**src/rtl/int_requester.sv**
```systemverilog
// Handshaking requester: raises EQL towards an external handler, walks the
// SYNC/ASSERT/HOLD/RELEASE exchange with a shared wait timeout, and runs a compare counter.
module int_requester (
    input  logic       clock,
    input  logic       reset_n,
    input  logic       REQ,
    input  logic       KIND,
    input  logic [3:0] LIMIT,
    input  logic [1:0] CC_MUX,
    input  logic [1:0] USCITE,
    input  logic       ENABLE_COUNT,
    input  logic       ACKOUT,
    output logic       EQL,
    output logic       CONT_EQL,
    output logic [3:0] COUNT,
    output logic       BUSY,
    output logic       DONE,
    output logic       TIMEOUT,
    output logic       PROT_ERR
);

    typedef enum logic [2:0] {
        IDLE,
        SYNC,
        ASSERT,
        HOLD,
        RELEASE
    } state_t;

    state_t     state;
    logic       kind_q;
    logic [3:0] wait_cnt;
    logic [3:0] wait_inc;
    logic       timeout_hit;
    logic       hold_cnt;
    logic [3:0] count_next;

    // Enable requests wait for the handler's intr code, interrupts for nop/enin.
    function automatic logic sync_hit(input logic kind, input logic [1:0] cc);
        return kind ? (cc == 2'b01) : (cc == 2'b10);
    endfunction

    function automatic logic release_hit(input logic kind, input logic [1:0] cc,
                                         input logic [1:0] us);
        return kind ? ({cc, us} == 4'b1011) : ({cc, us} == 4'b0101);
    endfunction

    assign wait_inc    = wait_cnt + 4'd1;
    assign timeout_hit = (wait_inc == 4'd15);

    always_ff @(posedge clock) begin
        if (!reset_n) begin
            state    <= IDLE;
            kind_q   <= 1'b0;
            wait_cnt <= 4'd0;
            hold_cnt <= 1'b0;
            EQL      <= 1'b0;
            BUSY     <= 1'b0;
            DONE     <= 1'b0;
            TIMEOUT  <= 1'b0;
        end else begin
            DONE    <= 1'b0;
            TIMEOUT <= 1'b0;
            case (state)
                IDLE: begin
                    EQL <= 1'b0;
                    if (REQ) begin
                        kind_q   <= KIND;
                        wait_cnt <= 4'd0;
                        state    <= SYNC;
                        BUSY     <= 1'b1;
                    end
                end
                SYNC: begin
                    wait_cnt <= wait_inc;
                    if (timeout_hit) begin
                        TIMEOUT <= 1'b1;
                        EQL     <= 1'b0;
                        state   <= IDLE;
                        BUSY    <= 1'b0;
                    end else if (sync_hit(kind_q, CC_MUX)) begin
                        EQL   <= 1'b1;
                        state <= ASSERT;
                    end
                end
                ASSERT: begin
                    wait_cnt <= wait_inc;
                    if (timeout_hit) begin
                        TIMEOUT <= 1'b1;
                        EQL     <= 1'b0;
                        state   <= IDLE;
                        BUSY    <= 1'b0;
                    end else if (CC_MUX == 2'b11) begin
                        wait_cnt <= 4'd0;
                        hold_cnt <= 1'b0;
                        state    <= HOLD;
                    end
                end
                HOLD: begin
                    // Two cycles in HOLD keep EQL up; the wait counter is frozen here.
                    if (hold_cnt) begin
                        EQL   <= 1'b0;
                        state <= RELEASE;
                    end else begin
                        hold_cnt <= 1'b1;
                    end
                end
                RELEASE: begin
                    wait_cnt <= wait_inc;
                    if (timeout_hit) begin
                        TIMEOUT <= 1'b1;
                        EQL     <= 1'b0;
                        state   <= IDLE;
                        BUSY    <= 1'b0;
                    end else if (release_hit(kind_q, CC_MUX, USCITE)) begin
                        DONE  <= 1'b1;
                        state <= IDLE;
                        BUSY  <= 1'b0;
                    end
                end
                default: begin
                    EQL   <= 1'b0;
                    BUSY  <= 1'b0;
                    state <= IDLE;
                end
            endcase
        end
    end

    always_comb begin
        count_next = COUNT;
        if (ENABLE_COUNT && (COUNT != LIMIT)) begin
            count_next = COUNT + 4'd1;
        end else if ((COUNT == LIMIT) && !ENABLE_COUNT) begin
            count_next = 4'd0;
        end
    end

    // Counter and protocol monitor run independently of the FSM.
    always_ff @(posedge clock) begin
        if (!reset_n) begin
            COUNT    <= 4'd0;
            CONT_EQL <= 1'b0;
            PROT_ERR <= 1'b0;
        end else begin
            COUNT    <= count_next;
            CONT_EQL <= (count_next == LIMIT);
            if ((ENABLE_COUNT != ACKOUT) || (USCITE == 2'b10)) begin
                PROT_ERR <= 1'b1;
            end
        end
    end

endmodule

```
**config.mk**
```make
export PLATFORM = sky130hd
export DESIGN_NAME = int_requester
export DESIGN_NICKNAME = d
export VERILOG_FILES = /design/src/rtl/int_requester.sv
export SDC_FILE = /design/constraint.sdc
export NUM_CORES = 1
export LEC_CHECK = 0
export BUFFER_PORTS_ARGS = -buffer_cell sky130_fd_sc_hd__buf_4
export CAP_MARGIN = 20
export CORE_MARGIN = 2
export CORE_UTILIZATION = 44
export CTS_BUF_LIST = sky130_fd_sc_hd__clkbuf_4 sky130_fd_sc_hd__clkbuf_8 sky130_fd_sc_hd__clkbuf_16
export DETAILED_ROUTE_END_ITERATION = 10
export PLACE_DENSITY = 0.66
export SYNTH_ARGS = -nofsm -noshare
export SYNTH_HDL_FRONTEND = slang
export SYNTH_SLANG_ARGS = --single-unit
```
**constraint.sdc**
```tcl
create_clock -name clock -period 1.98 [get_ports clock]
set_input_delay 0.198 -clock clock [delete_from_list [all_inputs] [get_ports clock]]
set_output_delay 0.198 -clock clock [all_outputs]
set_load 0.03 [all_outputs]
```
---- Word-level counts from Yosys, hierarchy flattened ----
Cells that the tools add are included.
operators by class
  reduce and logical (&&, ||, !) cells .... 19
  bitwise gates (word level) .............. 3
  add/subtract/negate cells ............... 2
  mux-type cells .......................... 31
  equal/unequal tests ..................... 24
operators by type and width
  kind                   count
  $mux W3                8
  $mux W4                5
  $pmux W3 S5            1
  $mux W1                13
  $pmux W4 S3            1
  $ne A3 B3 Y1 const B   3
  $add A4 B1 Y4 const B  2
  $eq A4 B4 Y1           2
  $eq A4 B4 Y1 const B   2
  $ne A2 B2 Y1 const B   4
  $eq A2 B2 Y1 const B   3
  $eq A3 B2 Y1 const B   2
  $reduce_and A2 Y1      3
  $reduce_and A3 Y1      2
  $reduce_or A2 Y1       3
  $reduce_or A3 Y1       2
  $reduce_and A5 Y1      1
  $eq A4 B3 Y1 const B   1
  $ne A2 B1 Y1 const B   2
  $ne A4 B4 Y1           1
  $pmux W1 S4            1
  $reduce_and A4 Y1      1
  $eq A3 B1 Y1 const B   1
  $eq A3 B3 Y1 const B   1
  11 further kinds       14
storage, ports and cells
  logic and storage cells ................. 90
  bits in registers ....................... 19
  bits of input ports ..................... 14
  output and inout bits ................... 10

---- Depth between registers and ports, before layout ----
Gate-level depths: netlist of run 1.
  depth after elaboration ................. 5
  depth in mapped cells ................... 7
  mapped depth without buffers ............ 6

---- Worst setup path after synthesis of run 1 ----
OpenSTA, ideal clock, no wires.
  path kind ............................... reg2reg
  start ................................... register COUNT[2]
  end ..................................... register CONT_EQL
  slack ................................... -0.003 ns
  period minus slack after synthesis ...... 1.983 ns
  data required time ...................... 1.854 ns
  setup time .............................. 0.126 ns
  arrival time ............................ 1.857 ns
  buffers on the path ..................... 1
  stages on the path, launching flop included .. 7
  cells stage by stage .................... dfxtp_1 -> xor2_1 -> or4_4 -> buf_6 -> a32oi_4 -> xnor2_1 -> nor3_2
between the ends
  word-level cells in the longest chain between the ends .. 5
  elaborated cells on any way between the ends .. 8
  those cells by class .................... add/sub (1); eq/ne (3); mux (2); reduce/logical (2)
RTL lines
  element                                                                RTL line  text
  start: declaration                                                     15        output logic [3:0] COUNT,
  start signal: assignment                                               146       COUNT <= count_next;
  parallel branches: the longest is 3 deep, another holds $add A4 B1 Y4  --
  $mux W4 *                                                              132       if (ENABLE_COUNT && (COUNT != LIMIT)) begin
  $eq A4 B4 Y1 *                                                         147       CONT_EQL <= (count_next == LIMIT);
  end signal: assignment                                                 147
  end: declaration                                                       14        output logic CONT_EQL,
Mark *: on every way between the ends.
A chain may end at the register's enable or synchronous reset.

---- Worst setup path in the final report of run 1 ----
  start ................................... register wait_cnt[0]
  end ..................................... register state[1]
between the ends
  word-level cells in the longest chain between the ends .. 4
  elaborated cells on any way between the ends .. 10
  those cells by class .................... add/sub (1); eq/ne (4); mux (4); reduce/logical (1)
RTL lines
  element                                                                   RTL line  text
  start: declaration                                                        32        logic [3:0] wait_cnt;
  start signal: assignment                                                  75        wait_cnt <= wait_inc;
  start signal: assignment                                                  87        wait_cnt <= wait_inc;
  start signal: assignment                                                  109       wait_cnt <= wait_inc;
  $add A4 B1 Y4 *                                                           48        assign wait_inc = wait_cnt + 4'd1;
  $eq A4 B4 Y1 *                                                            49        assign timeout_hit = (wait_inc == 4'd15);
  $ne A3 B3 Y1 (no source line), or another cell as far along               --
  $reduce_and A5 Y1 (no source line) / $pmux W3 S5 (equally long branches)  --
  end signal: assignment                                                    53        state <= IDLE;
  end signal: assignment                                                    70        state <= SYNC;
  end signal: assignment                                                    79        state <= IDLE;
  end: declaration                                                          30        state_t state;
Every way passes the cells marked *; elsewhere a longest branch is shown, timed or not.

==> flow_summary.ini, run 1 <==
[global_route]
grt_pass1_vias = 1061
grt_max_degree = 18
grt_use_total_pct = 17.5
grt_pass1_wl_microns = 4730
antenna_found_initial = 0
overflow = 0

[worst_setup_path]
worstPathRequired_ns = 2.14
end_kind = register
crit_type = reg -> reg
slowest_stage = dfxtp_1
start_kind = register
rrSetupSlack_ns = 0.11
cp_top_family = compound AO/OA/AOI/OAI gates
arrival_ns = 2.04
cp_slowest_stage_delay_ns = 0.43
critPathMaxFanout = 9
worstPathBufferInverterCount = 0
path_cells = ha_1 -> nor2b_1 -> a21oi_2 -> o21ai_4 -> nor3_1 -> a2111oi_0

[floorplanning]
initial_utilization_pct = 46.0
num_rows = 19
core_sq_mm = 0.00276
die_y_microns = 57.7
pin_count = 24
die_w_microns = 57.7
die_area_sq_mm = 0.00333

[yosys]
syn-num-nets = 173
synthMuxAreaShare_pct = 4.05
ys_dominant_reg_cell = dfxtp_1
synth_compound_area_share_pct = 27.9
post_synth_num_cell_types = 45
synth_fa_ha_area_share_pct = 3.75
synth_area_per_cell_sq_um = 8.12
synth_xor_area_share_pct = 4.84
synth_top_family_by_area = compound AO/OA/AOI/OAI gates
synthSimpleGateAreaFrac_pct = 24.1
synth-seq-area-share_pct = 30.0
synth-edff-count = 0
yosysWarnings = 0
syn_area_sq_mm = 0.00127
synthArstFlopShare_pct = 0
ys_seq_elements = 19
synth_cells = 156

[worst_hold_path]
hold_class = in -> reg

[drt]
num_vias = 1224
antenna_left = 0
drt_iter0_drc = 52
wire_per_inst_microns = 13.4
routed_wl_microns = 2830
vias_per_cell = 5.80
firstDrtPassIters = 5
drc_errors = 0

[clock_network]
numClockSinks = 19
cts_buffer_depth = 2
cts-root-buf = clkbuf_4
cts.clk_slew.worst_paths_ns = 0.11
htreeDepth = 1
postCtsHoldBufs = 0
cts_tree = done
clock_latency_ns = 0.29
cts_buffers = 3

[sta]
fmax_mhz = 534
setup_viol = 0
final.setup.tns_ns = 0
hold_viol_final = 0
skew_ns = 0.00424
fin_crit_sh_pct = 94.5
drv_slew = 0
relSlewSlack_pct = 67.0
worst_pin_slew_ns = 0.487
layout_min_cycle_time_ns = 1.87

[cells_and_area]
layout_common_cells = buf_4, dfxtp_1, a21oi_1, nor2_1, nand2_1
stdcell_area_sq_mm = 0.00153
n_antenna_cell = 0
drive_gt1_share_pct = 25.0
layout_commonest_cell = buf_4
fin_nets = 198
syn_to_final_growth_pct = 20.6

[power]
ir_drop_mv = 0.388
p_leak_nw = 0.628
powerDensity_mw_per_mm2 = 602

[place]
io_buffers = 23
gp_congestion = 0.835
place_area_sq_mm = 0.00147
dpl.hpwl_microns = 2050

[job]
maxCapViolations = 0

[status]
status = finished, final reports clean
[registers in the layout, indices dropped and copies added (netlist names)]
signal    count
CONT_EQL      1
BUSY          1
hold_cnt      1
TIMEOUT       1
COUNT         4
DONE          1
kind_q        1
state         3
EQL           1
wait_cnt      4
PROT_ERR      1
[final cells by class]
class / count / area (sq um)
inverter: 6 / 22.5
fill: 264 / 1230
clock buffer: 4 / 30.0
sequential: 19 / 384
multi-input combinational: 122 / 836
timing repair buffer: 29 / 218
tap: 31 / 38.8
[metal layers]
metal | global-route usage, % | up-vias | routed length, microns
li1 | - | 630 | -
met1 | 25.6 | 557 | 1310
met2 | 27.4 | 35 | 1340
met3 | 2.68 | 2 | 172
met4 | 3.99 | 0 | 12
met5 | 0 | - | 0
[worst reg2reg max path, cell delays in order (launching register included)]
cell and delay [ns]:
dfxtp_1 0.43, ha_1 0.22, nor2b_1 0.25, a21oi_2 0.10, o21ai_4 0.25, nor3_1 0.09
a2111oi_0 0.40
[synthesized netlist by cell type, types with 2 or more instances]
master / count / area share, %
nand2_1: 12 / 3.6
nor2_1: 14 / 4.1
nand2b_1: 3 / 1.5
clkbuf_1: 7 / 2.1
nand4_1: 2 / 0.99
nor2b_1: 3 / 1.5
a21oi_1: 16 / 6.3
nor3b_1: 2 / 1.2
o221a_2: 2 / 1.8
a211oi_1: 3 / 1.8
mux2i_1: 4 / 3.2
dfxtp_1: 19 / 30
inv_1: 6 / 1.8
and3_1: 3 / 1.5
nand3b_1: 3 / 1.8
o211ai_1: 7 / 4.1
xor2_1: 5 / 3.5
o32a_1: 2 / 1.6
nand3_1: 5 / 2.0
o21ai_0: 5 / 2.0
a21o_1: 3 / 1.8
nor3_1: 3 / 1.2
ha_1: 3 / 3.0
nor4b_1: 2 / 1.4
xnor2_1: 2 / 1.4
[worst paths after layout]
check                                 from                     to  cells after the start
setup / recovery  wait_cnt[0]$_SDFFE_PN0P_  state[1]$_SDFFE_PN0P_                      6
hold / removal                        KIND    kind_q$_SDFFE_PN0P_                      3
hold reg to reg      PROT_ERR$_SDFFE_PN0P_  PROT_ERR$_SDFFE_PN0P_                      2
setup reg to reg  wait_cnt[0]$_SDFFE_PN0P_  state[1]$_SDFFE_PN0P_                      6
[through the flow]
step | util (%) | worst slack, ns | power, W | cells | hold WS (ns)
floorplan | - | 0.0387 | 0.000633 | 156 | 0.344
global placement | 53.2 | 0.113 | 0.000707 | 205 | 0.438
detailed placement | 53.2 | -0.0158 | 0.000715 | 205 | 0.445
CTS | 54.4 | 0.0451 | 0.000926 | 209 | 0.135
global route | 55.4 | -0.0843 | 0.000981 | 211 | 0.185
finish | 55.4 | 0.109 | 0.000921 | 211 | 0.145
[power breakdown]
group / internal, W / switching (W) / leakage, nW
clock: 0.0000919 / 0.000116 / 0.0184
combinational: 0.000121 / 0.000148 / 0.453
sequential: 0.000408 / 0.0000352 / 0.156
[cell families (layout without fill, tap and decap cells)]
logic type / after synthesis / count (layout)
and+or+nand+nor: 57 / 57
adders and majority gates: 4 / 4
xor gates and xnor gates: 7 / 7
buffers and inverters: 15 / 39
DFF: 19 / 19
muxes: 5 / 5
AOI/OAI and AO/OA: 49 / 49
[repair_timing]
action / in CTS / in global routing
pin swaps: 0 / 2
cloned: 0 / 0
gates resized for setup: 1 / 4
buffers inserted: 0 / 2
setup endpoints to repair: 1 / 2
Note: power is estimated with default switching activity, not from simulation.
==> run 2, diff against run 1 <==
--- a/config.mk
+++ b/config.mk
@@ -7,11 +7,13 @@
 export LEC_CHECK = 0
 export BUFFER_PORTS_ARGS = -buffer_cell sky130_fd_sc_hd__buf_4
 export CAP_MARGIN = 20
+export CELL_PAD_IN_SITES_DETAIL_PLACEMENT = 0
+export CELL_PAD_IN_SITES_GLOBAL_PLACEMENT = 1
 export CORE_MARGIN = 2
-export CORE_UTILIZATION = 44
+export CORE_UTILIZATION = 40
 export CTS_BUF_LIST = sky130_fd_sc_hd__clkbuf_4 sky130_fd_sc_hd__clkbuf_8 sky130_fd_sc_hd__clkbuf_16
 export DETAILED_ROUTE_END_ITERATION = 10
-export PLACE_DENSITY = 0.66
+export PLACE_DENSITY_LB_ADDON = 0.1
 export SYNTH_ARGS = -nofsm -noshare
 export SYNTH_HDL_FRONTEND = slang
 export SYNTH_SLANG_ARGS = --single-unit
==> constraint.sdc (replaced) <==
create_clock -name clock -period 1.98 [get_ports clock]
set_input_delay 0.396 -clock clock [delete_from_list [all_inputs] [get_ports clock]]
set_output_delay 0.396 -clock clock [all_outputs]
set_load 0.03 [all_outputs]
==> run 2 against run 1 <==
  * Utilization decreased by 3.5 points
  * Design area is 2.9% higher
  * Sequential power barely moved
  * Critical path type unchanged
  * Critical endpoint unchanged
  * First-iteration DRC count unchanged
==> flow_summary.ini, run 2 (synthesis results as in run 1) <==
[clock_network]
cts_buffers = 3
numClockSinks = 19
postCtsHoldBufs = 0
cts.repair.resized = 0
htreeDepth = 1
cts-root-buf = clkbuf_4
cts.clk_slew.worst_paths_ns = 0.13
postCtsSetupBuffers = 0
clock_latency_ns = 0.31
cts_tree = done
cts_buffer_depth = 2

[sta]
fin_crit_sh_pct = 94.7
worst_pin_slew_ns = 0.600
skew_ns = 0.0204
fmax_mhz = 533
drv_slew = 0
worst_slack_ns = 0.105
relSlewSlack_pct = 59.4
hold_viol_final = 0
grt_setup_unrepaired = false
final.setup.tns_ns = 0
setup_viol = 0
layout_min_cycle_time_ns = 1.87

[floorplanning]
core_sq_mm = 0.00303
die_y_microns = 60.3
die_area_sq_mm = 0.00363
num_rows = 20
initial_utilization_pct = 41.9
die_w_microns = 60.3
pin_count = 24

[worst_setup_path]
worstPathRequired_ns = 2.16
critPathMaxFanout = 5
reg2reg_to = state[1]$_SDFFE_PN0P_
end_kind = register
r2r.worst_path.cells = 7
r2r-start = wait_cnt[0]$_SDFFE_PN0P_
crit_type = reg -> reg
arrival_ns = 2.06
rrSetupSlack_ns = 0.11
start_kind = register

[place]
gp_congestion = 0.848
io_buffers = 23
dp_cells = 226
pre_cts_ws_ns = 0.0470
dpl.hpwl_microns = 2250

[worst_hold_path]
min-delay-start = KIND
hold_class = in -> reg
holdPathStages = 3
hold_path_end = kind_q$_SDFFE_PN0P_

[global_route]
grt_pass1_vias = 1179
antenna_found_initial = 0
grt_use_total_pct = 18.2
grt_max_degree = 18
overflow = 0
grt_pass1_wl_microns = 5020

[cells_and_area]
largestRegisters = COUNT (4), wait_cnt (4), state (3)
n_antenna_cell = 0
layout_commonest_cell = buf_4
layout_common_cells = buf_4, dfxtp_1, a21oi_1, nor2_1, nand2_1
syn_to_final_growth_pct = 24.1
fin_nets = 204
seqCellArea_sq_um = 383
n_fill_cell = 289
drive_gt1_share_pct = 25.8
finalNonFillerCells = 230
multiInputGateArea_sq_um = 822
fin_util_pct = 51.9

[drt]
antenna_left = 0
drt_iter0_drc = 52
vias_per_cell = 5.40
firstDrtPassIters = 4
num_vias = 1243
routed_wl_microns = 2910
wire_per_inst_microns = 12.7
drc_errors = 0

[power]
clkPwrFrac_pct = 22.2
power_frac_seq_pct = 47.4
swShare_pct = 34.2
powerDensity_mw_per_mm2 = 595
p_comb_share_pct = 30.4
p_leak_nw = 0.654
ir_drop_mv = 0.297
net-switching-power_w = 0.000319
p_int_w = 0.000616

[status]
status = finished, final reports clean

[job]
maxCapViolations = 0
run 2: how the worst max path moves through the flow:
stage                             startpoint               endpoint  slack, ns
floorplan                COUNT[1]$_SDFF_PN0_    CONT_EQL$_SDFF_PN0_       0.04
global placement                    LIMIT[2]    CONT_EQL$_SDFF_PN0_       0.07
detailed placement                  LIMIT[2]    CONT_EQL$_SDFF_PN0_       0.05
CTS                 wait_cnt[0]$_SDFFE_PN0P_  state[1]$_SDFFE_PN0P_       0.04
global route        wait_cnt[0]$_SDFFE_PN0P_  state[1]$_SDFFE_PN0P_      0.005
finish              wait_cnt[0]$_SDFFE_PN0P_  state[1]$_SDFFE_PN0P_       0.11
run 2: layout make-up:
cell class | count | area share, %
Multi-Input combinational cell | 122 | 52.3
Clock buffer | 3 | 1.43
Tap cell | 44 | 3.50
Sequential cell | 19 | 24.3
Timing Repair Buffer | 35 | 16.7
Inverter | 6 | 1.43
Clock inverter | 1 | 0.318
run 2: power groups by stage:
stage          sequential (W)  combinational (W)  clock (W)
2_1_floorplan        0.000458           0.000175          0
3_3_place_gp         0.000450           0.000278          0
3_5_place_dp         0.000452           0.000283          0
4_1_cts              0.000443           0.000284   0.000218
5_1_grt              0.000449           0.000314   0.000239
6_report             0.000443           0.000284   0.000208
run 2: per-layer routing:
layer / vias to the layer above / GRT usage, % / wire length (microns)
li1: 637 / - / -
met3: 4 / 5.41 / 137
met1: 576 / 22.0 / 1330
met5: - / 0 / 0
met4: 0 / 6.35 / 38
met2: 26 / 30.4 / 1410
run 2: through the flow:
stage	power [W]	hold WS [ns]	area, sq um
5_1_grt	0.00100	0.342	1570
2_1_floorplan	0.000633	0.471	1270
3_5_place_dp	0.000735	0.491	1540
4_1_cts	0.000945	0.331	1570
3_3_place_gp	0.000728	0.490	1540
6_report	0.000935	0.342	1570
run 2: worst max-delay path: stages (launching register included):
cell and delay (ns):
dfxtp_1 0.35, ha_1 0.23, nor2b_1 0.15, a21oi_1 0.20
buf_4 0.15, o21a_2 0.19, nand3b_1 0.09, a2111oi_1 0.39
